**config.mk**
```make
export PLATFORM = sky130hd
export DESIGN_NAME = spi_cmd_arbiter
export DESIGN_NICKNAME = d
export VERILOG_FILES = /design/src/rtl/spi_cmd_arbiter.sv
export SDC_FILE = /design/constraint.sdc
export NUM_CORES = 1
export LEC_CHECK = 0
export ABC_AREA = 1
export CAP_MARGIN = 15
export CELL_PAD_IN_SITES_DETAIL_PLACEMENT = 0
export CELL_PAD_IN_SITES_GLOBAL_PLACEMENT = 2
export CORE_ASPECT_RATIO = 1.25
export CORE_MARGIN = 5
export CORE_UTILIZATION = 20
export CTS_CLUSTER_SIZE = 16
export DETAILED_ROUTE_END_ITERATION = 8
export PLACE_DENSITY_LB_ADDON = 0.25
export SYNTH_ARGS = -nofsm -noshare
export SYNTH_HDL_FRONTEND = slang
export SYNTH_SLANG_ARGS = --single-unit
export TNS_END_PERCENT = 1
```
**constraint.sdc**
```tcl
create_clock -name clk -period 1.45 [get_ports clk]
set_clock_uncertainty 0.15 [all_clocks]
set_input_delay 0.145 -clock clk [delete_from_list [all_inputs] [get_ports clk]]
set_output_delay 0.145 -clock clk [all_outputs]
set_load 0.02 [all_outputs]
```
**src/rtl/spi_cmd_arbiter.sv**
```systemverilog
// spi_cmd_arbiter: round-robin sharing of one SPI master command port between two requesters,
// tracking each transaction to completion and routing done/err/read data back to its owner.
module spi_cmd_arbiter #(
  parameter int CMD_WIDTH   = 12,
  parameter int READ_WIDTH  = 8,
  parameter int TIMEOUT_CYC = 1024
) (
  input  logic                  clk,
  input  logic                  rst_n,
  input  logic [CMD_WIDTH-1:0]  r0_cmd,
  input  logic                  r0_vld,
  output logic                  r0_rdy,
  output logic                  r0_done,
  output logic                  r0_err,
  output logic [READ_WIDTH-1:0] r0_rd_data,
  input  logic [CMD_WIDTH-1:0]  r1_cmd,
  input  logic                  r1_vld,
  output logic                  r1_rdy,
  output logic                  r1_done,
  output logic                  r1_err,
  output logic [READ_WIDTH-1:0] r1_rd_data,
  output logic [CMD_WIDTH-1:0]  m_cmd_data,
  output logic                  m_cmd_vld,
  input  logic                  m_cmd_rdy,
  input  logic                  m_read_vld,
  input  logic [READ_WIDTH-1:0] m_read_data,
  output logic                  busy,
  output logic                  owner
);
  localparam int CW = $clog2(TIMEOUT_CYC);
  typedef enum logic [2:0] {IDLE, ISSUE, WAIT_START, WAIT_DONE, DONE} state_e;
  state_e                state_q, state_d;
  logic [CMD_WIDTH-1:0]  cmd_q, cmd_d;
  logic [READ_WIDTH-1:0] rdata_q, rdata_d;
  logic [CW-1:0]         cnt_q, cnt_d;
  logic                  owner_q, owner_d, is_read_q, is_read_d, err_q, err_d;
  logic                  grant, exit_c, tmo;
  // owner_q doubles as last_grant: it only changes on a grant
  assign grant  = (r0_vld & r1_vld) ? ~owner_q : r1_vld;
  assign exit_c = is_read_q ? m_read_vld : m_cmd_rdy;
  assign tmo    = cnt_q == CW'(TIMEOUT_CYC - 1);
  always_ff @(posedge clk) begin
    if (!rst_n) begin
      state_q   <= IDLE;
      cmd_q     <= '0;
      rdata_q   <= '0;
      cnt_q     <= '0;
      owner_q   <= 1'b1;
      is_read_q <= 1'b0;
      err_q     <= 1'b0;
    end else begin
      state_q   <= state_d;
      cmd_q     <= cmd_d;
      rdata_q   <= rdata_d;
      cnt_q     <= cnt_d;
      owner_q   <= owner_d;
      is_read_q <= is_read_d;
      err_q     <= err_d;
    end
  end
  always_comb begin
    state_d   = state_q;
    cmd_d     = cmd_q;
    rdata_d   = rdata_q;
    cnt_d     = cnt_q;
    owner_d   = owner_q;
    is_read_d = is_read_q;
    err_d     = err_q;
    case (state_q)
      IDLE: if (r0_vld | r1_vld) begin
        state_d   = ISSUE;
        owner_d   = grant;
        cmd_d     = grant ? r1_cmd : r0_cmd;
        is_read_d = ~cmd_d[CMD_WIDTH-1];
        rdata_d   = '0;
        err_d     = 1'b0;
      end
      ISSUE: if (m_cmd_rdy) begin
        state_d = WAIT_START;
        cnt_d   = '0;
      end
      // counter saturates so a late WAIT_START exit cannot restart the timeout window
      WAIT_START: begin
        cnt_d = tmo ? cnt_q : cnt_q + 1'b1;
        if (!m_cmd_rdy) state_d = WAIT_DONE;
        else if (tmo) begin
          state_d = DONE;
          err_d   = 1'b1;
        end
      end
      WAIT_DONE: begin
        cnt_d = tmo ? cnt_q : cnt_q + 1'b1;
        if (exit_c) begin
          state_d = DONE;
          rdata_d = is_read_q ? m_read_data : '0;
        end else if (tmo) begin
          state_d = DONE;
          err_d   = 1'b1;
        end
      end
      default: state_d = IDLE;
    endcase
  end
  always_comb begin
    m_cmd_vld  = state_q == ISSUE;
    m_cmd_data = cmd_q;
    busy       = state_q != IDLE;
    owner      = owner_q;
    r0_rdy     = rst_n & (state_q == IDLE) & r0_vld & ~grant;
    r1_rdy     = rst_n & (state_q == IDLE) & r1_vld & grant;
    r0_done    = (state_q == DONE) & ~owner_q;
    r1_done    = (state_q == DONE) & owner_q;
    r0_err     = r0_done & err_q;
    r1_err     = r1_done & err_q;
    r0_rd_data = r0_done ? rdata_q : '0;
    r1_rd_data = r1_done ? rdata_q : '0;
  end
endmodule

```
After elaboration in Yosys (flattened, before gate mapping)
Cells that the tools add are included.

storage, ports and cells
  latch bits = 0
  memories = 0
  register bits after elaboration = 36
  ROM bits = 0
  logic and storage cells = 67
  bits in writable memories = 0

operators by class
  shift-type cells = 0
  reductions and logical operators = 11
  order comparisons = 0
  bitwise operators = 14
  divide/modulo/power cells = 0
  $mul = 0
  $add $sub $neg = 1
  mux-type cells = 23
  equal/unequal tests = 11

operator list
  kind                                                   number
  2-to-1 mux 8 bit                                       5
  2-to-1 mux 10 bit                                      2
  case mux 10 bit (2 select lines)                       1
  case mux 8 bit (2 select lines)                        1
  2-to-1 mux 3 bit                                       5
  2-to-1 mux 12 bit                                      1
  case mux 3 bit (4 select lines)                        1
  adder 10 x 1 -> 10 bit, second input constant          1
  AND 1 bit                                              10
  == test 10 bit, second input constant                  1
  inequality test 2 bit, second input constant           5
  == test 3 x 2 -> 1 bit, second input constant          2
  2-to-1 mux 1 bit                                       6
  AND reduction 3 bit                                    2
  nonzero test 3 bit                                     2
  AND reduction 2 bit                                    2
  AND reduction 4 bit                                    1
  nonzero test 2 bit                                     2
  == test 3 x 1 -> 1 bit, second input constant          1
  == test 3 bit, second input constant                   1
  zero test 3 bit                                        1
  NOT 1 bit                                              3
  case mux 1 bit (3 select lines)                        1
  inequality test 2 x 1 -> 1 bit, second input constant  1
  2 further kinds                                        2

Logic depth before layout (Yosys ltp)
  word-level depth = 4
  gate-level depth with buffers = 10
  gate-level depth less buffers = 10

Worst setup path after synthesis
No wires, ideal clock.

  kind = reg2out
  start = register state_q[1]
  end = output port r1_err
  path slack = -0.401 ns
  data arrival time = 1.556 ns
  stages on the path, launching flop included = 6
  buffers on the path = 0
  cells stage by stage = dfxtp_1 > inv_2 > nand3_1 > nor2_1 > clkinv_1 > nor2_1

between the ends
  longest elaborated chain between the ends = 3

ends and longest elaborated chain
  what                    line  RTL
  start, declared         32    state_e state_q, state_d;
  start signal, assigned  52    state_q <= state_d;
  == test 3 bit           112   r1_done = (state_q == DONE) & owner_q;
  AND 1 bit               112
  net r1_done             19    output logic r1_done,
  AND 1 bit               114   r1_err = r1_done & err_q;
  end, declared           20    output logic r1_err,

The timed path passes the listed nets, and every way through them passes these cells.

Worst setup path after layout
  start = register owner_q (netlist: owner)
  end = output port r1_rd_data[3]

between the ends
  longest elaborated chain between the ends = 2

ends and longest elaborated chain
  what                    line  RTL
  start, declared         36    logic owner_q, owner_d, is_read_q, is_read_d, err_q, err_d;
  start signal, assigned  56    owner_q <= owner_d;
  AND 1 bit               112
  2-to-1 mux 8 bit        116   r1_rd_data = r1_done ? rdata_q : '0;
  end, declared           21    output logic [READ_WIDTH-1:0] r1_rd_data,

No other way between the ends.

==> metrics.md <==
| Metric | Value |
|---|---|
| Final setup vio count | `49` |
| Most used cell, CP | `nor2_4` |
| Crit path max fanout | `5` |
| Required time of the critical path | `1.15 ns` |
| Global Route Usage Sum | `0.119` |
| Area of the multi-input gates | `0.00136 mm²` |
| Routed vias | `between 2000 and 2500` |
| # DRC | `0` |
| Layout net count | `between 400 and 500` |
| Num CTS Buffers | `5` |
| Crit Path Category | `flop to primary output` |
| Initial antenna violation count | `0` |
| Starting density of the core | `0.205` |
| Clk_lat worst skew | `roughly 0.28 ns` |
| Post-CTS Setup Bufs | `0` |
| Share of layout cells above drive strength 1 | `0.345` |
| Lkg Pwr | `approximately 1.5 nW` |
| Leading cell type in the layout, fill and taps excluded | `nand2_1` |
| Critical-path cell list | `inv_1 > nor2_4 > clkinv_4 > nor2_4 > buf_6` |
| Mapped Cells | `between 200 and 300` |
| Syn_nets | `~340` |
| Most frequent cells in the layout | `nand2_1, buf_4, a21oi_1, clkdlybuf4s50_1, dfxtp_1` |
| Max Root-Sink Buffers | `2` |
| Max_slew headroom | `0.818` |
| Max Transition Viols Final | `0` |
| CP top delay family | `flip-flops` |
| Post-synthesis register bit count | `36` |
| Synth warnings | `0` |
| Hold Buf Count CTS | `0` |
| Status | `finished, violations left` |
| Critical path launch point type | `flop` |
| Final wirelength | `7.20 mm` |
| Worst R2R Path Depth | `8` |
| Layout overhead on the synthesized area | `86.8%` |
| Vias in the first global route | `about 2300` |
| Crit path max-delay cell type | `dfxtp_4` |
| RSZ-0062 raised after global routing | `true` |
| Global placement routability congestion | `0.809` |
| Synth cell types | `30` |
| CP max stage delay | `slightly below 0.4 ns` |
| Post-Syn Area | `between 0.0015 and 0.002 mm²` |
| Final WS setup | `-0.219 ns` |
| First DRT Iteration DRCs | `slightly above 100` |
| Die X | `a little under 100 µm` |
| Largest net degree at the start of global routing | `20` |
| Post-layout min period | `approximately 1.7 ns` |
| Global-route wire length before repair | `11.4 mm` |
| I/O pin cnt | `75` |
| TritonCTS Sinks | `36` |
| Fin. Hold Viols | `0` |
| Sequential cell area | `733 µm²` |
| WHS | `~0.27 ns` |
| I/O Buffers | `74` |
| Max Cap Viol | `0` |
| WP data arrival | `between 1 and 1.5 ns` |
| Slew @ Worst Pin | `around 0.27 ns` |
| Syn avg cell area | `approximately 6.7 µm²` |
| Hold Path Depth | `3` |
| PD cells | `between 1000 and 1500 mW/mm²` |
| Via density | `about 4.3` |
| ANT nets after route | `0` |
| Filler cells | `about 1000` |
| CTS tree | `done` |
| Clock Pin Slew Worst Setup and Hold Paths | `around 0.060 ns` |
| Worst path bufs/invs | `3` |
| First drt pass iteration count | `4` |
| WL per Instance | `around 13 µm` |
| Crit. End Element | `primary output` |
| Overflow after GRT | `0` |
| Maximum VDD drop | `0.000476 V` |
| Final total power | `0.00417 W` |
| Crit. path cell count | `5` |
| Detailed placer's ending HPWL | `around 5.5 mm` |
| Rows | `40` |
| Register area share after synthesis | `0.365` |
| Failing checks | `setup timing` |
| Core area | `between 0.009 and 0.01 mm²` |
| Die Y | `about 120 µm` |
| Tcrit/Tclk final | `1.15` |
| H-tree levels | `2` |
| Die ar. | `0.0120 mm²` |
| N_diodes | `0` |
| Hold Path Class | `input port to flop` |
| Root Driver | `clkbuf_16` |
| Fmax | `between 500 and 600 MHz` |
## cell type report
cell class                 count  area share
clock buffer                   5      0.0339
timing repair inverter         3     0.00678
timing repair buffer         120       0.305
inverter                      34      0.0397
sequential                    36       0.199
tap                          126      0.0427
multi-input combinational    216       0.368
clock inverter                 3     0.00509
## report_power, final
part,leakage (nW),switching [W],internal (W)
logic,1.09,0.00103,0.000815
clock network,0.0736,0.000451,0.000634
registers,0.297,0.0000987,0.00114
total,1.46,0.00158,0.00259
## worst min-delay path: cells and delay by family
family | cells | cell delay, ns
AO/OA/AOI/OAI | 1 | 0.05
AND/OR/NAND/NOR | 1 | 0.06
buffers and inverters | 1 | 0.39
## synth_stat cells
cell type	instances	area, µm²
a21boi_0	1	7.51
a21oi_1	42	210
a21oi_2	1	8.76
buf_2	2	10.0
buf_4	3	22.5
buf_6	1	11.3
clkbuf_1	4	15.0
clkinv_1	3	11.3
dfxtp_1	36	721
ha_1	1	12.5
inv_1	27	101
inv_2	4	15.0
nand2_1	62	233
nand2_2	3	18.8
nand2_4	1	11.3
nand3_1	20	100
nand3_2	1	10.0
nand3b_1	1	7.51
nand4_1	10	62.6
nand4_2	1	12.5
nor2_1	37	139
nor2_2	2	12.5
nor2_4	4	45.0
nor4_1	1	6.26
o211ai_1	2	15.0
o21ai_0	10	50.1
o21ai_1	10	50.1
o21ai_4	1	16.3
o21bai_1	3	22.5
xor2_1	2	17.5
## cells by family after synthesis
group,after synthesis,synth area share
xor+xnor,2,0.00887
buf+inv,44,0.0944
compound gates,70,0.193
fa+ha+maj,1,0.00633
simple gates,143,0.333
flops,36,0.365
## registers in the layout, indices dropped and copies added, names as in the netlist
signal / cells
m_cmd_data: 12
cnt_q: 10
rdata_q: 8
state_q: 3
err_q: 1
is_read_q: 1
owner: 1
## through the flow
stage	util	cell area (µm²)	worst slack, ns	instances	setup TNS [ns]
5_1_grt	0.382	3690	-0.292	543	-9.93
6_report	0.382	3690	-0.219	543	-4.93
3_3_place_gp	0.353	3410	-0.621	532	-21.01
4_1_cts	0.374	3610	-0.268	542	-7.52
3_5_place_dp	0.353	3410	-0.635	532	-21.38
2_1_floorplan	-	2200	-0.0253	296	-0.0543
## final timing paths
check | to | from | slack [ns]
hold / removal | m_cmd_data[0] | r1_cmd[0] | 0.27
setup / recovery | r1_rd_data[3] | owner | -0.22
setup reg to reg | rdata_q[4] | state_q[1] | -0.05
hold reg to reg | m_cmd_data[11] | m_cmd_data[11] | 0.33
## layer usage
| metal | global-route usage | share of wire | vias up |
|---|---|---|---|
| met5 | 0 | 0 | - |
| met2 | 0.205 | 0.49 | 56 |
| met4 | 0.0461 | 0.025 | 0 |
| met3 | 0.0184 | 0.041 | 12 |
| li1 | - | - | 1218 |
| met1 | 0.148 | 0.45 | 1076 |
## timing repair
item	4_1_cts	5_1_grt
gates cloned	2	1
pin swaps	5	1
resized for setup	161	19
setup endpoints to repair	71	61
(Power assumes the default switching activity.)
